==> src/rtl/fetch_stage_pkg.sv <==
// fetch_stage_pkg
// Shared constants for the instruction-fetch stage.
//   NOP_INSTR : canonical bubble word (addi x0, x0, 0). It is also the
//               reset value of the IF/ID instruction register.
//   ENTRY_W   : width of one prefetch queue entry, {pc, instr}.
//   pcPlus4   : sequential-PC helper; wraps modulo 2^32 with no flag.
package fetch_stage_pkg;

    localparam logic [31:0] NOP_INSTR = 32'h0000_0013;
    localparam int          ENTRY_W   = 64;

    function automatic logic [31:0] pcPlus4(input logic [31:0] pc);
        return pc + 32'd4;
    endfunction

endpackage

==> src/rtl/fetch_queue.sv <==
// fetch_queue
// Synchronous FIFO that buffers fetched {pc, instr} words while decode is
// stalled or while it is still draining older entries.
// Ports:
//   clk, resetn       : clock, asynchronous active-low reset
//   push, pushData    : write one entry at the tail
//   pop               : discard the head entry (only issued when non-empty)
//   clear             : drop every entry; wins over push and pop
//   headData          : current head entry (meaningful when empty = 0)
//   count             : number of entries held, 0..DEPTH
//   empty             : count == 0
// DEPTH must be a power of two so the pointers wrap on their own.
module fetch_queue #(
    parameter int DEPTH = 2,
    parameter int WIDTH = 64
) (
    input  logic                     clk,
    input  logic                     resetn,
    input  logic                     push,
    input  logic [WIDTH-1:0]         pushData,
    input  logic                     pop,
    input  logic                     clear,
    output logic [WIDTH-1:0]         headData,
    output logic [$clog2(DEPTH):0]   count,
    output logic                     empty
);

    localparam int PTR_W = $clog2(DEPTH);
    localparam int CNT_W = PTR_W + 1;
    localparam logic [PTR_W-1:0] PTR_ONE = PTR_W'(1);
    localparam logic [CNT_W-1:0] CNT_ONE = CNT_W'(1);

    logic [WIDTH-1:0] mem [DEPTH];
    logic [PTR_W-1:0] rdPtr;
    logic [PTR_W-1:0] wrPtr;

    always_ff @(posedge clk or negedge resetn) begin
        if (!resetn) begin
            rdPtr <= '0;
            wrPtr <= '0;
            count <= '0;
        end else if (clear) begin
            rdPtr <= '0;
            wrPtr <= '0;
            count <= '0;
        end else begin
            if (push) wrPtr <= wrPtr + PTR_ONE;
            if (pop)  rdPtr <= rdPtr + PTR_ONE;
            // Simultaneous push and pop leaves the occupancy unchanged.
            if (push && !pop)      count <= count + CNT_ONE;
            else if (pop && !push) count <= count - CNT_ONE;
        end
    end

    // Storage needs no reset: the pointers define which slots are live.
    always_ff @(posedge clk) begin
        if (push) mem[wrPtr] <= pushData;
    end

    assign headData = mem[rdPtr];
    assign empty    = (count == '0);

endmodule

==> src/rtl/fetch_stage.sv <==
// fetch_stage
// Instruction-fetch stage: owns the fetch PC (PCF), issues instruction
// memory requests, buffers returned words in a small prefetch queue and
// drives the IF/ID register consumed by decode.
//
// Handshake: a request is valid when imem_valid = 1 with its address on
// imem_addr; the memory accepts it in any cycle where imem_ready = 1 and
// returns imem_rdata in that same cycle. A transfer happens exactly when
// imem_valid & imem_ready. imem_valid depends only on reset and queue
// occupancy, and imem_addr may change (redirect) before a transfer, so the
// memory samples the address only on the transfer itself.
//
// Ports:
//   clk, resetn            : clock, asynchronous active-low reset
//   imem_valid, imem_addr  : fetch request and its word-aligned address
//   imem_ready, imem_rdata : memory accept and returned instruction word
//   PCSrcE, PCTargetE      : redirect from execute (target bits [1:0] ignored)
//   StallD, FlushD         : hold / bubble the IF/ID register
//   InstrD, PCD, PCPlus4D  : IF/ID instruction, its PC and PC+4
//   ValidD                 : 1 = real instruction, 0 = bubble
module fetch_stage
    import fetch_stage_pkg::*;
#(
    parameter logic [31:0] RESET_ADDR  = 32'h0000_0000,
    parameter int          QUEUE_DEPTH = 2
) (
    input  logic        clk,
    input  logic        resetn,
    output logic        imem_valid,
    output logic [31:0] imem_addr,
    input  logic        imem_ready,
    input  logic [31:0] imem_rdata,
    input  logic        PCSrcE,
    input  logic [31:0] PCTargetE,
    input  logic        StallD,
    input  logic        FlushD,
    output logic [31:0] InstrD,
    output logic [31:0] PCD,
    output logic [31:0] PCPlus4D,
    output logic        ValidD
);

    localparam int CNT_W = $clog2(QUEUE_DEPTH) + 1;
    localparam logic [CNT_W-1:0] FULL_COUNT = CNT_W'(QUEUE_DEPTH);

    logic [31:0]      pcF;
    logic [CNT_W-1:0] queueCount;
    logic             queueEmpty;
    logic [63:0]      queueHead;
    logic             accept;
    logic             decodeLoad;
    logic             queuePop;
    logic             bypass;
    logic             queuePush;

    assign imem_valid = resetn && (queueCount != FULL_COUNT);
    assign imem_addr  = pcF;
    assign accept     = imem_valid && imem_ready;

    // IF/ID takes a new entry only when nothing above it holds or kills it.
    assign decodeLoad = !StallD && !FlushD && !PCSrcE;
    // Older queued words always go first so program order is preserved;
    // the fresh word bypasses the queue only when the queue is empty.
    assign queuePop   = decodeLoad && !queueEmpty;
    assign bypass     = decodeLoad && queueEmpty && accept;
    // A word accepted during a redirect belongs to the wrong path: drop it.
    assign queuePush  = accept && !PCSrcE && !bypass;

    fetch_queue #(
        .DEPTH (QUEUE_DEPTH),
        .WIDTH (ENTRY_W)
    ) u_queue (
        .clk      (clk),
        .resetn   (resetn),
        .push     (queuePush),
        .pushData ({pcF, imem_rdata}),
        .pop      (queuePop),
        .clear    (PCSrcE),
        .headData (queueHead),
        .count    (queueCount),
        .empty    (queueEmpty)
    );

    always_ff @(posedge clk or negedge resetn) begin
        if (!resetn) begin
            pcF <= RESET_ADDR;
        end else if (PCSrcE) begin
            pcF <= {PCTargetE[31:2], 2'b00};
        end else if (accept) begin
            pcF <= pcPlus4(pcF);
        end
    end

    // Bubbles replace only the instruction and valid bit; PCD/PCPlus4D keep
    // their last values so they never carry a meaningless address.
    always_ff @(posedge clk or negedge resetn) begin
        if (!resetn) begin
            InstrD   <= NOP_INSTR;
            PCD      <= 32'h0000_0000;
            PCPlus4D <= 32'h0000_0000;
            ValidD   <= 1'b0;
        end else if (PCSrcE || FlushD) begin
            InstrD <= NOP_INSTR;
            ValidD <= 1'b0;
        end else if (!StallD) begin
            if (queuePop) begin
                InstrD   <= queueHead[31:0];
                PCD      <= queueHead[63:32];
                PCPlus4D <= pcPlus4(queueHead[63:32]);
                ValidD   <= 1'b1;
            end else if (bypass) begin
                InstrD   <= imem_rdata;
                PCD      <= pcF;
                PCPlus4D <= pcPlus4(pcF);
                ValidD   <= 1'b1;
            end else begin
                InstrD <= NOP_INSTR;
                ValidD <= 1'b0;
            end
        end
    end

endmodule

==> config.mk <==
export PLATFORM = sky130hd
export DESIGN_NAME = fetch_stage
export DESIGN_NICKNAME = d
export VERILOG_FILES = /design/src/rtl/fetch_stage_pkg.sv /design/src/rtl/fetch_queue.sv /design/src/rtl/fetch_stage.sv
export SDC_FILE = /design/constraint.sdc
export NUM_CORES = 1
export LEC_CHECK = 0
export BUFFER_PORTS_ARGS = -buffer_cell sky130_fd_sc_hd__buf_2
export CORE_UTILIZATION = 56
export CTS_CLUSTER_DIAMETER = 150
export CTS_CLUSTER_SIZE = 40
export DETAILED_ROUTE_END_ITERATION = 6
export PLACE_DENSITY = 0.87
export SLEW_MARGIN = 10
export SYNTH_ARGS = -nofsm -noshare
export SYNTH_HDL_FRONTEND = slang
export SYNTH_SLANG_ARGS = --single-unit
==> constraint.sdc <==
create_clock -name clk -period 11.6 [get_ports clk]
set_clock_uncertainty 0.2 [all_clocks]
set_input_delay 2.32 -clock clk [delete_from_list [all_inputs] [get_ports clk]]
set_output_delay 2.32 -clock clk [all_outputs]
set_load 0.01 [all_outputs]
# [Word-level counts from Yosys, hierarchy flattened]
# Memory sizes are Yosys's and may differ from the RTL's.
# Index checks and enable logic that the tools add are counted.
[op_classes] n_addsub=6 n_eq_ne=2 muxes=23 bitwise_logic=2 n_reduce_logical=26
[ops] op="two-way mux 32 bit" n=10
[ops] op="adder 32 x 3 -> 32 bit (second input constant)" n=2
[ops] op="logical AND 1 bit" n=11
[ops] op="two-way mux 1 bit" n=10
[ops] op="nonzero test 2 bit" n=4
[ops] op="logical NOT 1 bit" n=7
[ops] op="two-way mux 2 bit" n=3
[ops] op="AND reduction 3 bit" n=1
[ops] op="nonzero test 3 bit" n=1
[ops] op="adder 1 bit (second input constant)" n=2
[ops] op="adder 2 x 1 -> 2 bit (second input constant)" n=1
[ops] op="logical NOT 2 bit" n=1
[ops] op="!= test 2 x 1 -> 1 bit (second input constant)" n=1
[ops] op="!= test 2 bit (second input constant)" n=1
[ops] op="inverter 1 bit" n=2
[ops] op="subtractor 2 x 1 -> 2 bit (second input constant)" n=1
[ops] op="logical OR 1 bit" n=1
[word_totals] reg_bits=133 ramBits=128 input_bits=70 word_cells=68 memories=1
[mem_list] memory="u_queue.mem" depth=2 width=64 rd=1 rd_ports_with_merged_regs=0 wr=1 line_no="fetch_queue.sv:33" source="logic [WIDTH-1:0] mem [DEPTH];"

# [Longest topological paths before layout]
[logic_depth] ltp_word=12 depth_mapped=10 depth_no_buf=7

# [By module]
# From an unflattened synthesis, not the netlist that was laid out.
[unflattened] cells_unflattened=973 area_unflattened_um2=11776.3
[modules_own_cells] mod="fetch_stage" instances=1 cells_each=754 area_per_inst_um2=6747.7 seq_area_each_um2=3131.8
[modules_own_cells] mod="fetch_queue" instances=1 cells_each=219 area_per_inst_um2=5028.6 seq_area_each_um2=3943.8

# [Least setup slack after synthesis]
# No wires, ideal clock.
[synth_timing] path_kind="input-to-reg" from="in imem_ready" to="mem u_queue.mem[1][0], enable pin" setup_ns=0.657 t_arrival_ns=9.630 required_ns=10.743 path_slack_ns=1.114 stages=6 path_buffers=2 cell_sequence="and2_0 -> nand3_1 -> nor2_1 -> buf_2 -> buf_1 -> nor4b_1"
[synth_between] elab_chain_cells=6 word_cells_on_any_way=7 cone_classes="2 x mux; 5 x reduce/logical"
[synth_rtl] item="from (decl)" line_no="fetch_stage.sv:31" source="input logic imem_ready,"
[synth_rtl] item="logical AND 1 bit *" line_no="fetch_stage.sv:58" source="assign accept = imem_valid && imem_ready;"
[synth_rtl] item="logical AND 1 bit" line_no="fetch_stage.sv:65" source="assign bypass = decodeLoad && queueEmpty && accept;"
[synth_rtl] item="logical NOT 1 bit" line_no="fetch_stage.sv:67" source="assign queuePush = accept && !PCSrcE && !bypass;"
[synth_rtl] item="logical AND 1 bit *" line_no="fetch_stage.sv:67"
[synth_rtl] item="two-way mux 1 bit *" line_no="fetch_queue.sv:57" source="if (push) mem[wrPtr] <= pushData;"
[synth_rtl] item="two-way mux 1 bit (not written as such) *" line_no="fetch_queue.sv:57"
[synth_rtl] item="to (decl)" line_no="fetch_queue.sv:33"
# Mark *: on every way between the ends. The rest lies on a longest branch, timed or not.

# [Worst setup path in the final report]
[layout_timing] from="in resetn" to="out imem_valid"
[layout_between] elab_chain_cells=1
[layout_rtl] item="from (decl)" line_no="fetch_stage.sv:28" source="input logic resetn,"
[layout_rtl] item="logical AND 1 bit" line_no="fetch_stage.sv:56" source="assign imem_valid = resetn && (queueCount != FULL_COUNT);"
[layout_rtl] item="to (decl)" line_no="fetch_stage.sv:29" source="output logic imem_valid,"
# No other way between the ends.

==> impl_metrics.yaml <==
run_status:
  status: "finished clean"
sta:
  slew_viol_final: 0
  totalNegativeSetupSlack_ns: 0
  fmax_mhz: 177.6
  rsz0062_at_grt: "no"
  relSlewSlack_pct: 12.45
  tightest_slew_ns: 1.313
  post-route-period-util_pct: 48.55
  finalSetupViolations: 0
  timing.final.crit_period_ns: 5.632
  finalHoldViolCount: 0
  worst_slack_ns: 5.968
worst_setup_path:
  required_ns: 9.08
  reg2reg_from: "u_queue.rdPtr$_DFFE_PN0P_"
  cp.arrival_ns: 3.11
  criticalPathCategory: "primary input to primary output"
  rrSetupSlack_ns: 7.53
  path_max_fanout: 63
  end_kind: "primary output"
  r2r-end: "PCPlus4D[31]$_DFFE_PN0P_"
  start_kind: "primary input"
  r2r_cells: 7
finish:
  final-seq-area_um2: 6909
  fin_nets: 1201
  nFillCells: 1482
  multi_input_area_um2: 4213
  drive_gt1_share_pct: 21.62
  synthToLayoutAreaGrowth_pct: 12.19
synthesis:
  synth_area_um2: 11430
  async_reset_ff_share_pct: 50.60
  postSynthAreaPerCell_um2: 11.61
  synthFlopType: "edfxtp_1"
  yosysWarningCount: 0
  ys_ff_latch: 251
  synth_top_area_share_pct: 32.56
  synth_area_leaders: "edfxtp_1, dfrtp_1, mux2i_1"
  ys_seq_area_share_pct: 60.39
  yosysTopAreaCell: "edfxtp_1"
  syn-instance-count: 985
  ys_types: 58
  synth_edf_count: 124
  synth_common_cells: "dfrtp_1, edfxtp_1, nand2_1, nor2_1, o21ai_0"
cts:
  cts_hold_buf: 0
  numClockSinks: 251
  cts_tree: "yes"
  clockBufferDepth: 3
  cts_root_buffer: "clkbuf_16"
  cts_setup_buffers: 0
  clk_latency_ns: 0.50
  cts_made_buffers: 10
  path_clk_slew_ns: 0.15
  cts_resized: 0
  cts_htree_levels: 1
drt:
  drc: 0
  vias: 8442
  wl_per_cell_um: 20.18
  drtAntennaViolNets: 0
  dr.pass1.iters: 5
  vias_per_cell: 6.034
  wl_um: 28230
  dr.first_iter.drc_count: 661
die:
  die_h_um: 144.9
  ios: 200
  fp.dieArea_um2: 20990
  core_area_um2: 19720
  die_w_um: 144.9
  placementRows: 51
  start_util_pct: 57.99
power_and_ir_drop:
  leakagePower_nw: 5.070
  peakVddDrop_uv: 114.5
  power_density_nw_per_um2: 146.8
global_routing:
  grt_pass1_wl_um: 43190
  grt_max_degree: 68
  grt_overflow: 0
  grt_usage_pct: 27.06
  grt_pass1_vias: 8016
  antenna_found_initial: 1
min_path:
  hold_class: "flip-flop to flip-flop"
  min_from: "ValidD$_DFFE_PN0P_"
  holdPathStages: 1
  min_to: "ValidD$_DFFE_PN0P_"
job:
  cap_viol_max_count: 0
place:
  post-dp-hpwl_um: 18550
  io_buffers: 191
  pre_cts_slack_ns: 5.715
  gp_congestion: 0.8460
-- where the power goes --
group | total, mW | switching, mW | internal, mW
combinational | 0.326 | 0.185 | 0.141
clock | 0.452 | 0.269 | 0.182
sequential | 1.11 | 0.0772 | 1.03
-- through the flow --
step	hold WS, ns	total power, mW	utilization [%]	instances	instance area (um^2)
floorplan	0.3061	1.287	-	990	11450
global placement	0.2591	1.432	63.42	1382	12510
detailed placement	0.2791	1.447	63.42	1382	12510
CTS	0.3117	1.889	65.05	1398	12830
global route	0.3416	1.957	65.06	1399	12830
finish	0.3073	1.883	65.06	1399	12830
-- worst max path at each step --
stage                from                      endpoint  depth (start not counted)
3_5_place_dp       PCSrcE   u_queue.mem[1][2]$_DFFE_PP_                          8
4_1_cts            resetn                    imem_valid                          3
3_3_place_gp       PCSrcE  u_queue.mem[1][63]$_DFFE_PP_                          8
5_1_grt            resetn                    imem_valid                          3
6_report           resetn                    imem_valid                          3
2_1_floorplan  imem_ready   u_queue.mem[1][0]$_DFFE_PP_                          6
-- registers in the layout, indices dropped and copies added, names as in the netlist --
| signal | cells |
|---|---|
| u_queue.mem | 124 |
| InstrD | 32 |
| PCD | 30 |
| PCPlus4D | 30 |
| imem_addr | 30 |
| u_queue.count | 2 |
| ValidD | 1 |
| u_queue.rdPtr | 1 |
| u_queue.wrPtr | 1 |
-- metal layers --
metal	routed length, um	vias to the layer above	track usage, %
met5	0	-	0
met4	773	0	8.033
met3	2125	58	3.159
met2	13690	434	45.50
met1	11650	4132	37.05
li1	-	3818	-
-- cells by family after synthesis --
| group | after synthesis | synth area share [%] |
|---|---|---|
| simple gates | 329 | 13.66 |
| flops | 251 | 60.39 |
| compound gates | 173 | 10.02 |
| xor+xnor | 84 | 6.434 |
| buf+inv | 78 | 3.228 |
| mux | 67 | 6.018 |
| fa+ha+maj | 2 | 0.2188 |
| other cells | 1 | 0.03279 |
-- worst max-delay path, cell delays in order --
cell and delay [ns]:
buf_6 0.43, and2_1 0.21, buf_2 0.12
-- area by class of cell --
| class | count | share of cell area [%] |
|---|---|---|
| clock inverter | 1 | 0.2341 |
| tap | 265 | 2.585 |
| sequential | 251 | 53.86 |
| inverter | 4 | 0.1170 |
| clock buffer | 15 | 2.263 |
| timing repair buffer | 201 | 8.085 |
| multi-input combinational | 661 | 32.84 |
| antenna | 1 | 0.01951 |
-- layout by cell type, fill, tap and decap left out, types with 4 or more instances in the layout --
master | netlist | final
buf_2 | 11 | 190
edfxtp_1 | 124 | 124
dfrtp_1 | 124 | 123
nand2_1 | 124 | 123
nor2_1 | 89 | 88
o21ai_0 | 63 | 63
mux2i_1 | 53 | 53
xnor2_1 | 49 | 49
xor2_1 | 35 | 35
a221o_1 | 30 | 30
a21oi_1 | 25 | 25
nand3_1 | 25 | 24
and3_1 | 20 | 19
mux2_2 | 14 | 14
o22ai_1 | 14 | 14
a31oi_1 | 13 | 13
nand4_1 | 13 | 13
nor3_1 | 12 | 12
clkbuf_16 | 0 | 11
buf_4 | 6 | 10
and2_1 | 8 | 8
nand3b_1 | 6 | 6
o211ai_1 | 6 | 6
conb_1 | 1 | 6
nor4_1 | 5 | 4
inv_1 | 4 | 4
a211oi_1 | 4 | 4
nand4b_1 | 4 | 4
a221oi_1 | 4 | 4
clkbuf_1 | 51 | 4
(Power assumes the default switching activity.)
